==> src/rtl/clock_pkg.sv <==
// Shared time-of-day types, constants and the set-mode state encoding.
package clock_pkg;

   typedef logic [16:0] COUNTER_T;
   typedef logic        FLAG_T;

   localparam COUNTER_T COUNTER_MAX   = 17'd86399;
   localparam COUNTER_T SECS_PER_HOUR = 17'd3600;
   localparam COUNTER_T SECS_PER_DAY  = 17'd86400;
   localparam COUNTER_T SECS_PER_MIN  = 17'd60;
   localparam COUNTER_T MINUTE_59     = 17'd3540;

   typedef enum logic [2:0] {
      ST_RUN     = 3'd0,
      ST_SET_HR  = 3'd1,
      ST_SET_MIN = 3'd2,
      ST_ALM_HR  = 3'd3,
      ST_ALM_MIN = 3'd4
   } state_e;

endpackage

==> src/rtl/time_step_m.sv <==
// Combinational hour/minute stepping and seconds-zeroing of a seconds-of-day value.
module time_step_m
   import clock_pkg::*;
#(
   parameter COUNTER_T MAX_VAL = COUNTER_MAX
) (
   input  COUNTER_T value_i,
   output COUNTER_T hr_step_o,
   output COUNTER_T min_step_o,
   output COUNTER_T zero_sec_o
);

   logic [17:0] hr_sum;
   COUNTER_T    sec_in_hr;

   assign hr_sum    = {1'b0, value_i} + {1'b0, SECS_PER_HOUR};
   assign sec_in_hr = value_i % SECS_PER_HOUR;

   // Stepping past 23:xx folds back to 00:xx with minutes and seconds kept.
   assign hr_step_o  = (hr_sum > {1'b0, MAX_VAL}) ? COUNTER_T'(hr_sum - {1'b0, SECS_PER_DAY})
                                                  : hr_sum[16:0];
   assign min_step_o = (sec_in_hr >= MINUTE_59) ? (value_i - MINUTE_59)
                                                : (value_i + SECS_PER_MIN);
   assign zero_sec_o = value_i - (value_i % SECS_PER_MIN);

endmodule

==> src/rtl/time_set_ctrl_m.sv <==
// Time/alarm setting FSM with registered outputs; define TIME_SET_AUTO_REPEAT_EN
// to add auto-repeat of a held inc button in the SET/ALM states.
module time_set_ctrl_m
   import clock_pkg::*;
#(
   parameter COUNTER_T    COUNTER_MAX   = clock_pkg::COUNTER_MAX,
   parameter int unsigned REPEAT_DELAY  = 8,
   parameter int unsigned REPEAT_PERIOD = 2
) (
   input  logic        clock,
   input  logic        reset_n,
   input  logic        mode_btn,
   input  logic        inc_btn,
   input  logic [16:0] counter_state,
   input  logic [16:0] alarm_setpoint,
   output logic        load_en,
   output logic [16:0] load_value,
   output logic        alarm_wr_en,
   output logic [16:0] alarm_wr_value,
   output logic        alarm_enable,
   output logic [2:0]  set_mode,
   output logic [16:0] edit_value
);

   if (REPEAT_PERIOD < 1 || REPEAT_PERIOD > REPEAT_DELAY) begin : g_bad_repeat_cfg
      $error("time_set_ctrl_m: REPEAT_PERIOD must be in 1..REPEAT_DELAY");
   end

   state_e   state_q, state_d;
   COUNTER_T edit_q, edit_d;
   COUNTER_T load_val_q, load_val_d;
   COUNTER_T alm_val_q, alm_val_d;
   FLAG_T    load_en_q, load_en_d;
   FLAG_T    alm_wr_q, alm_wr_d;
   FLAG_T    alm_en_q, alm_en_d;
   FLAG_T    mode_prev_q, inc_prev_q;

   FLAG_T    mode_edge, inc_edge, inc_fire, rpt_fire;
   COUNTER_T hr_step, min_step, zero_sec;

   assign mode_edge = mode_btn & ~mode_prev_q;
   assign inc_edge  = inc_btn & ~inc_prev_q;
   assign inc_fire  = inc_edge | rpt_fire;

   time_step_m #(
      .MAX_VAL (COUNTER_MAX)
   ) u_step (
      .value_i    (edit_q),
      .hr_step_o  (hr_step),
      .min_step_o (min_step),
      .zero_sec_o (zero_sec)
   );

`ifdef TIME_SET_AUTO_REPEAT_EN
   localparam int RW = $clog2(REPEAT_DELAY + 1);
   logic [RW-1:0] rpt_q, rpt_d;

   // After the first repeat the counter restarts one period short of the delay.
   always_comb begin
      rpt_d    = '0;
      rpt_fire = 1'b0;
      if (state_q != ST_RUN && !mode_edge && inc_btn && inc_prev_q) begin
         if (rpt_q == RW'(REPEAT_DELAY - 1)) begin
            rpt_fire = 1'b1;
            rpt_d    = RW'(REPEAT_DELAY - REPEAT_PERIOD);
         end else begin
            rpt_d = rpt_q + RW'(1);
         end
      end
   end

   always_ff @(posedge clock or negedge reset_n) begin
      if (!reset_n) rpt_q <= '0;
      else          rpt_q <= rpt_d;
   end
`else
   assign rpt_fire = 1'b0;
`endif

   always_comb begin
      state_d    = state_q;
      edit_d     = edit_q;
      load_en_d  = 1'b0;
      load_val_d = load_val_q;
      alm_wr_d   = 1'b0;
      alm_val_d  = alm_val_q;
      alm_en_d   = alm_en_q;
      if (mode_edge) begin
         unique case (state_q)
            ST_RUN: begin
               state_d = ST_SET_HR;
               edit_d  = counter_state;
            end
            ST_SET_HR:  state_d = ST_SET_MIN;
            ST_SET_MIN: begin
               state_d    = ST_ALM_HR;
               load_en_d  = 1'b1;
               load_val_d = zero_sec;
               edit_d     = alarm_setpoint;
            end
            ST_ALM_HR:  state_d = ST_ALM_MIN;
            ST_ALM_MIN: begin
               state_d   = ST_RUN;
               alm_wr_d  = 1'b1;
               alm_val_d = zero_sec;
            end
            default:    state_d = ST_RUN;
         endcase
      end else if (inc_fire) begin
         unique case (state_q)
            ST_RUN:                 alm_en_d = ~alm_en_q;
            ST_SET_HR,  ST_ALM_HR:  edit_d   = hr_step;
            ST_SET_MIN, ST_ALM_MIN: edit_d   = min_step;
            default:                edit_d   = edit_q;
         endcase
      end
   end

   // Previous-sample registers reset high so a button held through reset is not a press.
   always_ff @(posedge clock or negedge reset_n) begin
      if (!reset_n) begin
         state_q     <= ST_RUN;
         edit_q      <= '0;
         load_en_q   <= 1'b0;
         load_val_q  <= '0;
         alm_wr_q    <= 1'b0;
         alm_val_q   <= '0;
         alm_en_q    <= 1'b0;
         mode_prev_q <= 1'b1;
         inc_prev_q  <= 1'b1;
      end else begin
         state_q     <= state_d;
         edit_q      <= edit_d;
         load_en_q   <= load_en_d;
         load_val_q  <= load_val_d;
         alm_wr_q    <= alm_wr_d;
         alm_val_q   <= alm_val_d;
         alm_en_q    <= alm_en_d;
         mode_prev_q <= mode_btn;
         inc_prev_q  <= inc_btn;
      end
   end

   assign load_en        = load_en_q;
   assign load_value     = load_val_q;
   assign alarm_wr_en    = alm_wr_q;
   assign alarm_wr_value = alm_val_q;
   assign alarm_enable   = alm_en_q;
   assign set_mode       = state_q;
   assign edit_value     = edit_q;

endmodule

==> config.mk <==
export PLATFORM = sky130hd
export DESIGN_NAME = time_set_ctrl_m
export DESIGN_NICKNAME = d
export VERILOG_FILES = /design/src/rtl/clock_pkg.sv /design/src/rtl/time_step_m.sv /design/src/rtl/time_set_ctrl_m.sv
export SDC_FILE = /design/constraint.sdc
export NUM_CORES = 1
export LEC_CHECK = 0
export BUFFER_PORTS_ARGS = -buffer_cell sky130_fd_sc_hd__buf_2
export CAP_MARGIN = 20
export CORE_MARGIN = 2
export CORE_UTILIZATION = 45
export DETAILED_ROUTE_END_ITERATION = 7
export GPL_ROUTABILITY_DRIVEN = 0
export GPL_TIMING_DRIVEN = 0
export SLEW_MARGIN = 40
export SYNTH_ARGS = -nofsm -noshare
export SYNTH_HDL_FRONTEND = slang
export SYNTH_SLANG_ARGS = --single-unit
==> constraint.sdc <==
create_clock -name clock -period 12.1 [get_ports clock]
set_input_delay 1.21 -clock clock [delete_from_list [all_inputs] [get_ports clock]]
set_output_delay 1.21 -clock clock [all_outputs]
set_load 0.005 [all_outputs]
==> flow_metrics.tcl <==
set metrics [dict create \
    fin_setup_tns_ns 0 \
    finalCriticalPeriod_ns 10.11 \
    dr.pass1.iters 5 \
    fin_crit_sh_pct 83.5 \
    pin_count 95 \
    grt_usage_pct 26.1 \
    rsz0062_at_grt "false" \
    synth_top_area_cell "dfrtp_1" \
    overflow 0 \
    cp.required_ns 12.26 \
    htreeDepth 2 \
    min_from "alarm_wr_value[5]" \
    cts_buffers 5 \
    setup_viol 0 \
    worstSetupStartpoint "edit_value[5]" \
    grt_pass1_vias 6725 \
    post-cts-setup-buffer-count 0 \
    route.vias.total 7655 \
    cts_root_buffer "clkbuf_16" \
    cts_sinks 55 \
    max-cap-violations 0 \
    crit_path_end_kind "register" \
    post-dp-hpwl_um 17500 \
    max_freq_mhz 99.0 \
    rows 46 \
    worstPathArrival_ns 10.26 \
    drc 0 \
    ys_seq_elements 55 \
    start_util_pct 45.6 \
    synthCells 960 \
    async_reset_ff_share_pct 100 \
    wl_per_cell_um 17.3 \
    final_cell_mix "nand2_1 (138), buf_2 (100), o21ai_0 (83)" \
    syn-cell-area_um2 7160 \
    maxSlewViolCount 0 \
    cp_max_fo 10 \
    worst_pin_slew_ns 0.722 \
    area_delta_synth_final_pct 13.1 \
    relSlewSlack_pct 51.5 \
    grt_max_degree 56 \
    yosys_warnings 0 \
    cts_max_path_buffers 2 \
    drtIter0Drc 583 \
    ctsHoldBuffers 0 \
    viasPerCell 5.96 \
    die_w_um 130 \
    final_antenna_net_count 0 \
    skew_ns 0.00637 \
    syn_area_per_cell_um2 7.46 \
    die_h_um 130 \
    ys_seq_area_share_pct 19.3 \
    totalWireLength_um 22300 \
    crit_path_max_incr_delay_ns 0.51 \
    synth_ff_type "dfrtp_1" \
    start_kind "register" \
    antenna_found_initial 0 \
    clk-insertion-delay-late_ns 0.29 \
    drive_gt1_share_pct 18.0 \
    hold_violations 0 \
    grt_pass1_wl_um 35700 \
    synth_cell_types 106 \
    cp_slowest_cell "or4b_4" \
    postCtsResizedCells 0 \
    layout_commonest_cell "nand2_1" \
    antenna_cells 0 \
    synth_area_leaders "dfrtp_1 (19%), nand2_1 (7.2%), o21ai_0 (5.8%), xnor2_1 (5.3%), ha_1 (4.7%)" \
    port-buffer-count 90 \
    fin_nets 1133 \
    synth_top_area_share_pct 18.5 \
    path_class "reg -> reg" \
    synth_edf_count 0 \
    r2r_start "edit_value[5]" \
    coreArea_um2 15700 \
    die_area_um2 16900 \
    hold_path_class "reg -> reg" \
    crit_top_cell "o21ai_0" \
    clk_pin_slew_ns 0.07 \
    status "finished clean" \
    cts_tree "yes" \
]
[metal layers]
layer  part of all wire [%]  vias up  global-route usage [%]
met3                    4.6       14                    2.83
met1                     49     3673                    38.8
met4                   0.97        0                    4.30
met2                     45      219                    41.5
li1                       -     3749                       -
met5                      0        -                       0
[state kept, by name, summed over array words and instances (netlist names)]
register / flops
edit_value: 17
alarm_wr_value: 15
load_value: 15
set_mode: 3
alarm_enable: 1
alarm_wr_en: 1
inc_prev_q: 1
load_en: 1
mode_prev_q: 1
[cells in the mapped netlist (12+ instances only)]
| library cell | n |
|---|---|
| a21o_1 | 15 |
| a21oi_1 | 62 |
| a31oi_1 | 13 |
| and3_1 | 13 |
| clkbuf_1 | 37 |
| dfrtp_1 | 53 |
| ha_1 | 27 |
| inv_1 | 24 |
| mux2_2 | 12 |
| mux2i_1 | 16 |
| nand2_1 | 138 |
| nand2b_1 | 18 |
| nand3_1 | 19 |
| nor2_1 | 73 |
| nor3_1 | 26 |
| o21a_1 | 13 |
| o21ai_0 | 83 |
| or3_1 | 15 |
| xnor2_1 | 43 |
| xor2_1 | 20 |
[logic make-up after synthesis]
group	Yosys count	share of synthesized area (%)
fa+ha+maj	29	5.02
xor+xnor	63	7.71
mux	31	4.96
simple gates	372	25.8
buf+inv	83	4.96
flops	55	19.3
compound gates	325	32.1
other cells	2	0.105
[per-stage QoR]
step | util [%] | setup WS [ns] | instance area [µm²] | hold WS [ns] | std cells
3_3_place_gp | 50.4 | 2.04 | 7920 | 0.454 | 1277
3_5_place_dp | 50.5 | 2.10 | 7940 | 0.458 | 1277
4_1_cts | 51.5 | 2.06 | 8090 | 0.476 | 1285
5_1_grt | 51.5 | 1.22 | 8090 | 0.492 | 1285
2_1_floorplan | - | 3.41 | 7200 | 0.469 | 971
6_report | 51.5 | 1.99 | 8090 | 0.469 | 1285
[cell type report]
cell class	instances	area, µm²
fill	1663	7620
multi-input combinational	833	5490
sequential	55	1380
timing repair buffer	90	453
tap	216	270
buffer	55	250
clock buffer	6	129
inverter	28	105
clock inverter	2	16.3
[path summary, 6_finish.rpt]
kind	to	slack (ns)	cells after the start
setup / recovery	alarm_wr_value[16]	1.99	40
hold reg to reg	alarm_wr_value[5]	0.47	2
min in group asynchronous	alarm_wr_value[15]	0.97	1
setup reg to reg	alarm_wr_value[16]	1.99	40
max in group asynchronous	edit_value[15]	10.66	1
hold / removal	alarm_wr_value[5]	0.47	2
[critical path: cells and delay by family (launching register included)]
| kind | cells | cell delay (ns) |
|---|---|---|
| buffers and inverters | 2 | 0.58 |
| adder cells (fa/ha/maj) | 2 | 0.56 |
| AND/OR/NAND/NOR | 11 | 2.26 |
| flip-flops | 1 | 0.43 |
| multiplexers | 2 | 0.52 |
| XOR/XNOR | 2 | 0.34 |
| AO/OA/AOI/OAI | 21 | 5.26 |
Power is not shown: default switching activity piles up to over one toggle a cycle in this logic, so the estimate is an artifact.
